$ cat src/rtl/stream_mux.sv
// N-channel stream multiplexer with a one-deep registered output stage.
// Define STREAM_MUX_RR_EN to compile in round-robin arbitration (mode=1); otherwise sel always chooses.
module stream_mux #(
  parameter int WORDSIZE  = 64,
  parameter int N_INPUTS  = 4,
  parameter int SEL_WIDTH = 2
) (
  input  logic                         clk,
  input  logic                         rst_n,
  input  logic [N_INPUTS*WORDSIZE-1:0] in_data,
  input  logic [N_INPUTS-1:0]          in_valid,
  output logic [N_INPUTS-1:0]          in_ready,
  input  logic [SEL_WIDTH-1:0]         sel,
  input  logic                         mode,
  output logic [WORDSIZE-1:0]          out_data,
  output logic                         out_valid,
  input  logic                         out_ready,
  output logic [SEL_WIDTH-1:0]         out_grant
);

  logic                 load_en;
  logic                 grant_ok;
  logic                 in_xfer;
  logic [SEL_WIDTH-1:0] grant;
  logic [WORDSIZE-1:0]  ch_data [N_INPUTS];

  for (genvar i = 0; i < N_INPUTS; i++) begin : g_unpack
    assign ch_data[i] = in_data[i*WORDSIZE +: WORDSIZE];
  end

  // Gating with rst_n keeps every in_ready low while reset is held.
  assign load_en = rst_n && (!out_valid || out_ready);

`ifdef STREAM_MUX_RR_EN
  logic [SEL_WIDTH-1:0]   rr_ptr;
  logic [SEL_WIDTH-1:0]   rr_grant;
  logic                   rr_found;
  logic [2*N_INPUTS-1:0]  rr_dbl;
  int                     rr_sum;

  // Rotating a doubled copy by rr_ptr puts the search start at bit 0.
  always_comb begin
    rr_dbl   = {in_valid, in_valid} >> rr_ptr;
    rr_grant = '0;
    rr_found = 1'b0;
    rr_sum   = 0;
    for (int k = 0; k < N_INPUTS; k++) begin
      if (!rr_found && rr_dbl[k]) begin
        rr_found = 1'b1;
        rr_sum   = int'(rr_ptr) + k;
        if (rr_sum >= N_INPUTS) rr_sum = rr_sum - N_INPUTS;
        rr_grant = SEL_WIDTH'(rr_sum);
      end
    end
  end

  always_comb begin
    if (mode) begin
      grant    = rr_grant;
      grant_ok = rr_found;
    end else begin
      grant    = sel;
      grant_ok = (int'(sel) < N_INPUTS);
    end
  end

  always_ff @(posedge clk or negedge rst_n) begin
    if (!rst_n) begin
      rr_ptr <= '0;
    end else if (mode && in_xfer) begin
      rr_ptr <= (int'(grant) == N_INPUTS - 1) ? '0 : grant + 1'b1;
    end
  end
`else
  logic unused_mode;
  assign unused_mode = mode;

  always_comb begin
    grant    = sel;
    grant_ok = (int'(sel) < N_INPUTS);
  end
`endif

  always_comb begin
    in_ready = '0;
    if (grant_ok) in_ready[grant] = load_en;
  end

  assign in_xfer = grant_ok && load_en && in_valid[grant];

  // Output register: load on transfer, bubble when free with nothing to take, hold on stall.
  always_ff @(posedge clk or negedge rst_n) begin
    if (!rst_n) begin
      out_valid <= 1'b0;
      out_data  <= '0;
      out_grant <= '0;
    end else if (load_en) begin
      if (in_xfer) begin
        out_valid <= 1'b1;
        out_data  <= ch_data[grant];
        out_grant <= grant;
      end else begin
        out_valid <= 1'b0;
      end
    end
  end

endmodule

$ cat config.mk
export PLATFORM = sky130hd
export DESIGN_NAME = stream_mux
export DESIGN_NICKNAME = d
export VERILOG_FILES = /design/src/rtl/stream_mux.sv
export SDC_FILE = /design/constraint.sdc
export NUM_CORES = 1
export LEC_CHECK = 0
export CORE_AREA = 2 2 132 134
export DETAILED_ROUTE_END_ITERATION = 16
export DIE_AREA = 0 0 134 136
export GPL_ROUTABILITY_DRIVEN = 0
export MAX_ROUTING_LAYER = met4
export PLACE_DENSITY = 0.64
export REMOVE_ABC_BUFFERS = 1
export SLEW_MARGIN = 25
export SYNTH_ARGS = -nofsm -noshare
export SYNTH_HDL_FRONTEND = slang
export SYNTH_SLANG_ARGS = --single-unit
$ cat constraint.sdc
create_clock -name clk -period 3.8 [get_ports clk]
set_clock_uncertainty 0.1 [all_clocks]
set_input_delay 0.38 -clock clk [delete_from_list [all_inputs] [get_ports clk]]
set_output_delay 0.38 -clock clk [all_outputs]
set_load 0.02 [all_outputs]
==> run summary, run 1 <==
The post-detailed-route DRC marker count was 0. Measured along the y axis, the die boundary spans 136 um. The clock reaches the later pin of the worst-skew pair after 0.33 ns. The tools report the terminus of the critical flop-to-flop path as out_data[19]$_DFFE_PN0P_. The area fraction of the dominant cell type after synthesis is 0.4000, and the floorplan die width is 134 um. In this run the core area contains 48 standard-cell rows. The largest driver fanout on the critical path is 24. Detailed placement finished with a half-perimeter wire length of 11.75 mm. The number of antenna violations at the first check in global routing came out at 0. The number of CTS-inserted buffers was 9; the number of antenna cells inserted was 0. Input and output buffers added on the ports amount to 335. The core region is 16880 um2. The type of the worst min-delay path is reg2reg. Clock tree synthesis selected as its root buffer the cell clkbuf_16.

Once placement completed, the tool counted placed cells totaling 776. The detailed router placed 3632 vias in this run. The ratio of cells with drive above 1 in the final layout came out at 0.2254. The flow ran to the end, and the final reports show no timing, DRC or antenna violations. The leading cell type by number of instances after synthesis is dfrtp_1. The signal on the critical path passes through dlygate4sd3_1 -> buf_4 -> nand2_1 -> nor3b_1 -> clkdlybuf4s50_1.

Final hold analysis gives a worst-case slack of 0.3865 ns. Counting both buffers and inverters, the worst setup path holds a total of 3. The total count of hold-check failures in the final report is 0, and the clock sink count is 67. The synthesis-to-finish area growth came out at 91.01%. The run gives 0.5203 as the headroom to the max-slew limit.

Final design utilization: 0.4744. The number of cell instances on the worst register-to-register path was 4; the total track usage was 0.1617. The slowest stage of the critical path belongs to the cell clkdlybuf4s50_1. The most used flip-flop cell after synthesis is dfrtp_1. The worst-case IR drop observed on VDD is 0.0002383 V. The actual transition at the worst max-transition pin was 0.7196 ns.

The logs give 0 for the number of endpoints failing setup at the final stage and 233 for the number of cells produced by synthesis. For the final cell count without fillers, the log shows 793. For this design the top-level I/O count stands at 337. The mean routed wirelength per cell was 18.16 um; the iteration-0 DRC count of the detailed router was 74.

The effective utilization at floorplan was 0.2484; the critical path arrival was 2.33 ns. The number of resized instances in the post-cts repair step was 0; the delay of the slowest cell on the worst path was 0.65 ns. The die covers 18220 um2. The logs give 0 for the number of max-slew violations in the final report and 0 ns for the accumulated negative setup slack.

In this run the power density over the cells is 413.7 nW/um2. The clock slew seen by the registers of the worst setup and hold paths came out at 0.05 ns. TritonCTS built the clock tree. The largest total area in the synthesized netlist belongs to dfrtp_1. After global routing the overflow that remains totals 0.

The first global-routing pass estimated 21.42 mm of wire. For the warning count from the yosys run, the log shows 0. The minimum clock period is 2.806 ns, and the number of global-route vias before repair is 4015. The synthesized design contains 0 enable-type register cells.

Counting instances in the post-synthesis netlist gives the leading cell types as dfrtp_1, mux4_2, mux2_1. The number of stages on the worst hold path is 1. For hold timing, the worst endpoint is out_data[41]$_DFFE_PN0P_.

Setup repair after global routing left no endpoint under its margin. Across the run, the number of max-cap violations was 0. The run gives 2 as the largest buffer count on any clock path.

After detailed routing, the number of vias per cell comes to 4.580. The mean instance size in the synthesized netlist came out at 17.99 um2. The critical path data required time was 3.32 ns. After synthesis the netlist holds a flip-flop and latch count of 67. The final-stage net count was 829; the setup slack of the most critical reg-to-reg path was 1.68 ns. In this design, the largest share of critical-path delay is due to buffers and inverters. Sorting the synthesized cells by area gives the leading types as dfrtp_1, mux4_2, mux2_1. The tools report the startpoint type of the worst setup path as a primary input. In this run the most critical hold path is launched from out_data[41]$_DFFE_PN0P_. The final critical-path share of the clock period is 0.7384.

STA classifies the critical path endpoint as a primary output. Once the clock tree was built, the setup fixing pass inserted 0 buffers. The worst setup path is of the in2out kind. For the maximum number of pins on one net before global-route repair, the log shows 50.

The deepest level of the CTS H-tree is 3, and the number of search-and-repair iterations in the first detailed-routing pass is 4. The run gives 22 as the number of distinct library cell variants in the gate-level netlist after synthesis. Summing every instance area after synthesis gives 4192 um2. In this run the critical register-to-register path is launched from out_valid$_DFFE_PN0P_. The logs give 0.4000 for the sequential fraction of the synthesis area and 0.003058 uW for the static power due to leakage.

Derived from the worst setup path, the maximum achievable clock frequency is 356.4 MHz. The launch point of the critical path is rst_n. The routed design has 14.40 mm of wire. The share of flip-flops with an asynchronous set or reset after synthesis was 1.000. Once detail routing completed, the nets flagged for antenna violations numbered 0. The run gives 1 as the number of buffers added to fix hold violations after cts.
## metrics by stage
| step | area [um2] | setup slack [ns] | power [uW] |
|---|---|---|---|
| detailed placement | 7704 | 1.094 | 2537 |
| floorplan | 4014 | 1.213 | 1665 |
| CTS | 8006 | 0.9385 | 3370 |
| global route | 8006 | 0.8356 | 3478 |
| finish | 8006 | 0.9942 | 3312 |
| global placement | 7704 | 1.143 | 2515 |
## power breakdown
part           total [uW]  internal [uW]  switching [uW]  leakage, uW
Combinational        1470            878             595      0.00213
Sequential           1040            929             107     0.000786
Clock                 804            512             292     0.000146
Total                3310           2320             994      0.00306
## cells by family after synthesis
| family | synth area share |
|---|---|
| DFF | 0.4000 |
| AOI/OAI and AO/OA | 0.006568 |
| buffers and inverters | 0.04239 |
| muxes | 0.5382 |
| and+or+nand+nor | 0.01283 |
## worst register-to-register path, stage by stage (launching register included)
cell and delay, ns:
dfrtp_1 0.39, nand2b_1 0.26, nand3_4 0.48, buf_12 0.41, mux2_1 0.36
## sequential cells by signal (all words and copies together), names as in the netlist
| name | flops |
|---|---|
| out_valid | 1 |
| out_data | 64 |
| out_grant | 2 |
## per-layer routing
| metal | global-route usage | vias up | routed length (um) |
|---|---|---|---|
| li1 | - | 1626 | - |
| met1 | 0.1677 | 1780 | 5033 |
| met2 | 0.2858 | 204 | 7648 |
| met3 | 0.05406 | 22 | 1408 |
| met4 | 0.06028 | 0 | 310 |
| met5 | - | - | 0 |
## cell usage in the layout (no fill, tap or decap), drive strengths merged, types with 2 or more instances in the layout
cell type	netlist	routed
clkdlybuf4s50	0	332
dfrtp	67	67
mux2	67	67
mux4	65	65
clkbuf	6	15
buf	17	9
nor3b	2	2
nand3	2	2
## worst max path at each step
stage,end,slack [ns],cells past startpoint
after global placement,out_data[62]$_DFFE_PN0P_,1.14,5
final,in_ready[2],0.99,5
after detailed placement,out_data[51]$_DFFE_PN0P_,1.09,5
after global routing,in_ready[2],0.84,5
after CTS,in_ready[2],0.94,5
after floorplan,out_data[10]$_DFFE_PN0P_,1.21,3
## final cells by class
class	instances	area (um2)
well taps	225	281.5
repair buffers	342	3411
clock inverters	1	5.005
fillers	1494	8870
multi-input cells	143	2345
flip-flops and latches	67	1677
clock buffers	15	287.8
Power figures use the tool's default switching activity.
==> inputs of run 2 (changes only) <==
- CORE_AREA: 2 2 132 134 -> 2 2 133 135
- DIE_AREA: 0 0 134 136 -> 0 0 135 137
- PLACE_DENSITY: 0.64 -> 0.66
- clock period: 3.8 -> 2.4 ns (I/O delays scaled with it)
==> run 2 against run 1 <==
Compared with the run above: sequential share of layout area is 0.25 points lower; total power grew 64%; wire length rose by 3.1%; worst hold slack worse by 0.17 ns; critical path depth unchanged; critical endpoint is now in_ready[1].
==> run summary, run 2 (synthesis results as in run 1) <==
The number of endpoints failing setup at the final stage is 0 (unchanged), and the count of buffers from port buffering is 335 (unchanged). The buffers plus inverters on the worst setup path is 3 (unchanged), and the ratio of cells with drive above 1 in the final layout is 0.2329 (+0.007573). The final-stage net count came out at 832 (+0.36%). The worst-path cell with the longest stage delay is clkdlybuf4s50_1. The logs give 0.304 (-0.009) for the sequential fraction of design power and 78 (+5.4%) for the iteration-0 DRC count of the detailed router. The count of nets left with antenna violations after detail routing was 0 (unchanged); the total count of hold-check failures in the final report was 0 (unchanged). Number of buffers added to fix hold violations after cts: 1 (unchanged). STA classifies the critical path endpoint as a primary output. The met2 layer wire length in the routed design was 7.698 mm (+0.65%). The placeable core region is 17060 um2 (+1.1%). The via count was 3638 (+0.17%); the floorplan die width was 135 um (+0.75%). The critical path arrival was 1.94 ns (-0.39 ns); the top-level port count was 337 (unchanged). The run gives 0 (unchanged) as the post-detailed-route DRC marker count. The tools report the number of setup buffers added after CTS as 0 (unchanged).

Total wire length after detailed routing: 14.84 mm (+3.1%). TritonCTS built the clock tree. On the critical path the largest part of the delay comes from buffers and inverters. The setup path with the least slack is of type in2out. The switching power summed over all nets was 1621 uW (+63%); the delay of the slowest cell on the worst path was 0.66 ns (about the same). The standard-cell row count is 48 (unchanged), and the clock sink count is 67 (unchanged). The final critical-path share of the clock period is 0.9487.

The switching power share of the total was 0.2985 (-0.001504). Die span in y: 137 um (+0.74%). The clock root buffer master is clkbuf_16. The number of max-slew violations in the final report was 0 (unchanged). Derived from the worst setup path, the maximum achievable clock frequency is 439.2 MHz. The tools report the number of CTS-inserted buffers as 9 (unchanged). The critical path goes through dlygate4sd3_1 -> buf_4 -> nand2_1 -> nor3b_1 -> clkdlybuf4s50_1.

Remaining global-route overflow: 0 (unchanged). The run gives 0 ns (unchanged) as the accumulated negative setup slack. The clock share of power is 0.265 (+0.022). The highest layer touched by signal routing is met4. The logs give 0.0003145 V (+32%) for the maximum resistive drop on vdd and 4 (unchanged) for the number of search-and-repair iterations in the first detailed-routing pass.

The largest buffer count on any clock path was 2 (unchanged). For the number of resized instances in the post-cts repair step, the log shows 0 (unchanged). The static power due to leakage was 0.003096 uW (+1.2%).

The tools report the combinational power share as 0.431 (-0.014). The clock latency on the worst-skew pair was 0.33 ns (about the same); the largest driver fanout on the critical path was 4 (-83%). Total track usage: 0.1636 (+0.001867).

Effective utilization at floorplan: 0.2457 (-0.002624). Setup repair after global routing left no endpoint under its margin. The total die area is 18500 um2 (+1.5%), and the actual transition at the worst max-transition pin is 0.4903 ns (-0.2292 ns).

The number of global-route vias before repair came out at 4057 (+1.0%). The tools report the number of antenna cells inserted as 0 (unchanged). The run finished with clean final reports.

Leaving out fill and tap cells, the most frequent cells in the layout are clkdlybuf4s50_1, dfrtp_1, mux4_2. The clock slew seen by the registers of the worst setup and hold paths came out at 0.06 ns (about the same). Type of the worst min-delay path: in2reg. The max-cap violation count is 0 (unchanged), and the maximum number of pins on one net before global-route repair is 38 (-24%).

The flip-flop count of the largest register, all copies and words added came out at 64 (unchanged). The met3 wirelength from detailed routing is 1.456 mm (+3.4%). The power density normalized to cell area came out at 670.2 nW/um2 (+62%). The detailed placement HPWL came out at 12.01 mm (+2.2%).

The smallest hold slack was 0.2178 ns (-0.1687 ns). Via count normalized by instance count: 4.570 (-0.21%). The headroom to the max-slew limit came out at 0.6731 (+0.1528). The internal power of the cells was 3810 uW (+64%); the synthesis-to-finish area growth was 93.34%. The deepest level of the CTS H-tree is 3 (unchanged). Register with the most flip-flops: out_data. The wire length of the first global-routing pass came out at 22.01 mm (+2.7%). STA classifies the critical path startpoint as a primary input.

For the critical path data required time, the log shows 2.06 ns (-1.26 ns). Leaving out fill and tap cells, the most frequent cell in the layout is clkdlybuf4s50_1. The smallest clock period supported by the final layout is computed as 2.277 ns. The largest registers in the layout are out_data: 64 flops, out_grant: 2 flops, out_valid: 1 flops.

The mean routed wirelength per cell was 18.64 um (+2.7%); the number of antenna violations at the first check in global routing was 0 (unchanged). For the routed length on met1, the log shows 5.397 mm (+7.2%).
[run 2: cell types whose count changed in the layout (fill, tap and decap cells not counted), moves of 2 or more]
cell,change
buf_12,+3
bufinv_16,+2
clkbuf_1,-2
clkbuf_8,-3
clkinvlp_4,+2
[run 2: worst paths after layout]
kind | from | endpoint | slack [ns] | cells after the start
worst max-delay path | rst_n | in_ready[1] | 0.12 | 5
worst min register to register | out_data[13]$_DFFE_PN0P_ | out_data[13]$_DFFE_PN0P_ | 0.39 | 1
max in group asynchronous | rst_n | out_data[59]$_DFFE_PN0P_ | 1.35 | 3
min in group asynchronous | rst_n | out_data[58]$_DFFE_PN0P_ | 0.48 | 3
worst min-delay path | sel[1] | out_grant[1]$_DFFE_PN0P_ | 0.22 | 2
worst max register to register | out_valid$_DFFE_PN0P_ | out_data[51]$_DFFE_PN0P_ | 0.82 | 5
[run 2: layout make-up]
| cell class | count | area (um2) |
|---|---|---|
| Sequential cell | 67 | 1677 |
| Multi-Input combinational cell | 143 | 2345 |
| Timing Repair Buffer | 345 | 3473 |
| Clock buffer | 10 | 239.0 |
| Clock inverter | 6 | 88.84 |
| Tap cell | 225 | 281.5 |
| Fill cell | 1527 | 8952 |
[run 2: power groups by stage]
stage | clock (uW) | combinational [uW] | sequential (uW)
2_1_floorplan | 0 | 560 | 2080
3_5_place_dp | 0 | 2370 | 1670
3_3_place_gp | 0 | 2340 | 1650
4_1_cts | 1500 | 2380 | 1650
5_1_grt | 1550 | 2470 | 1700
6_report | 1440 | 2340 | 1650
[run 2: routing by layer]
| layer | GRT usage | up-vias |
|---|---|---|
| li1 | - | 1632 |
| met1 | 0.1740 | 1759 |
| met2 | 0.2902 | 225 |
| met3 | 0.04519 | 22 |
| met4 | 0.06308 | 0 |
| met5 | - | - |
[run 2: metrics by stage]
| step | instance area [um2] | std cells | setup WS, ns | util | total power [uW] |
|---|---|---|---|---|---|
| floorplan | 4014 | 210 | -0.1292 | - | 2635 |
| global placement | 7766 | 779 | 0.2679 | 0.4553 | 3994 |
| detailed placement | 7766 | 779 | 0.2435 | 0.4553 | 4039 |
| CTS | 8104 | 796 | 0.1692 | 0.4751 | 5534 |
| global route | 8104 | 796 | 0.07434 | 0.4751 | 5716 |
| finish | 8104 | 796 | 0.1230 | 0.4751 | 5432 |
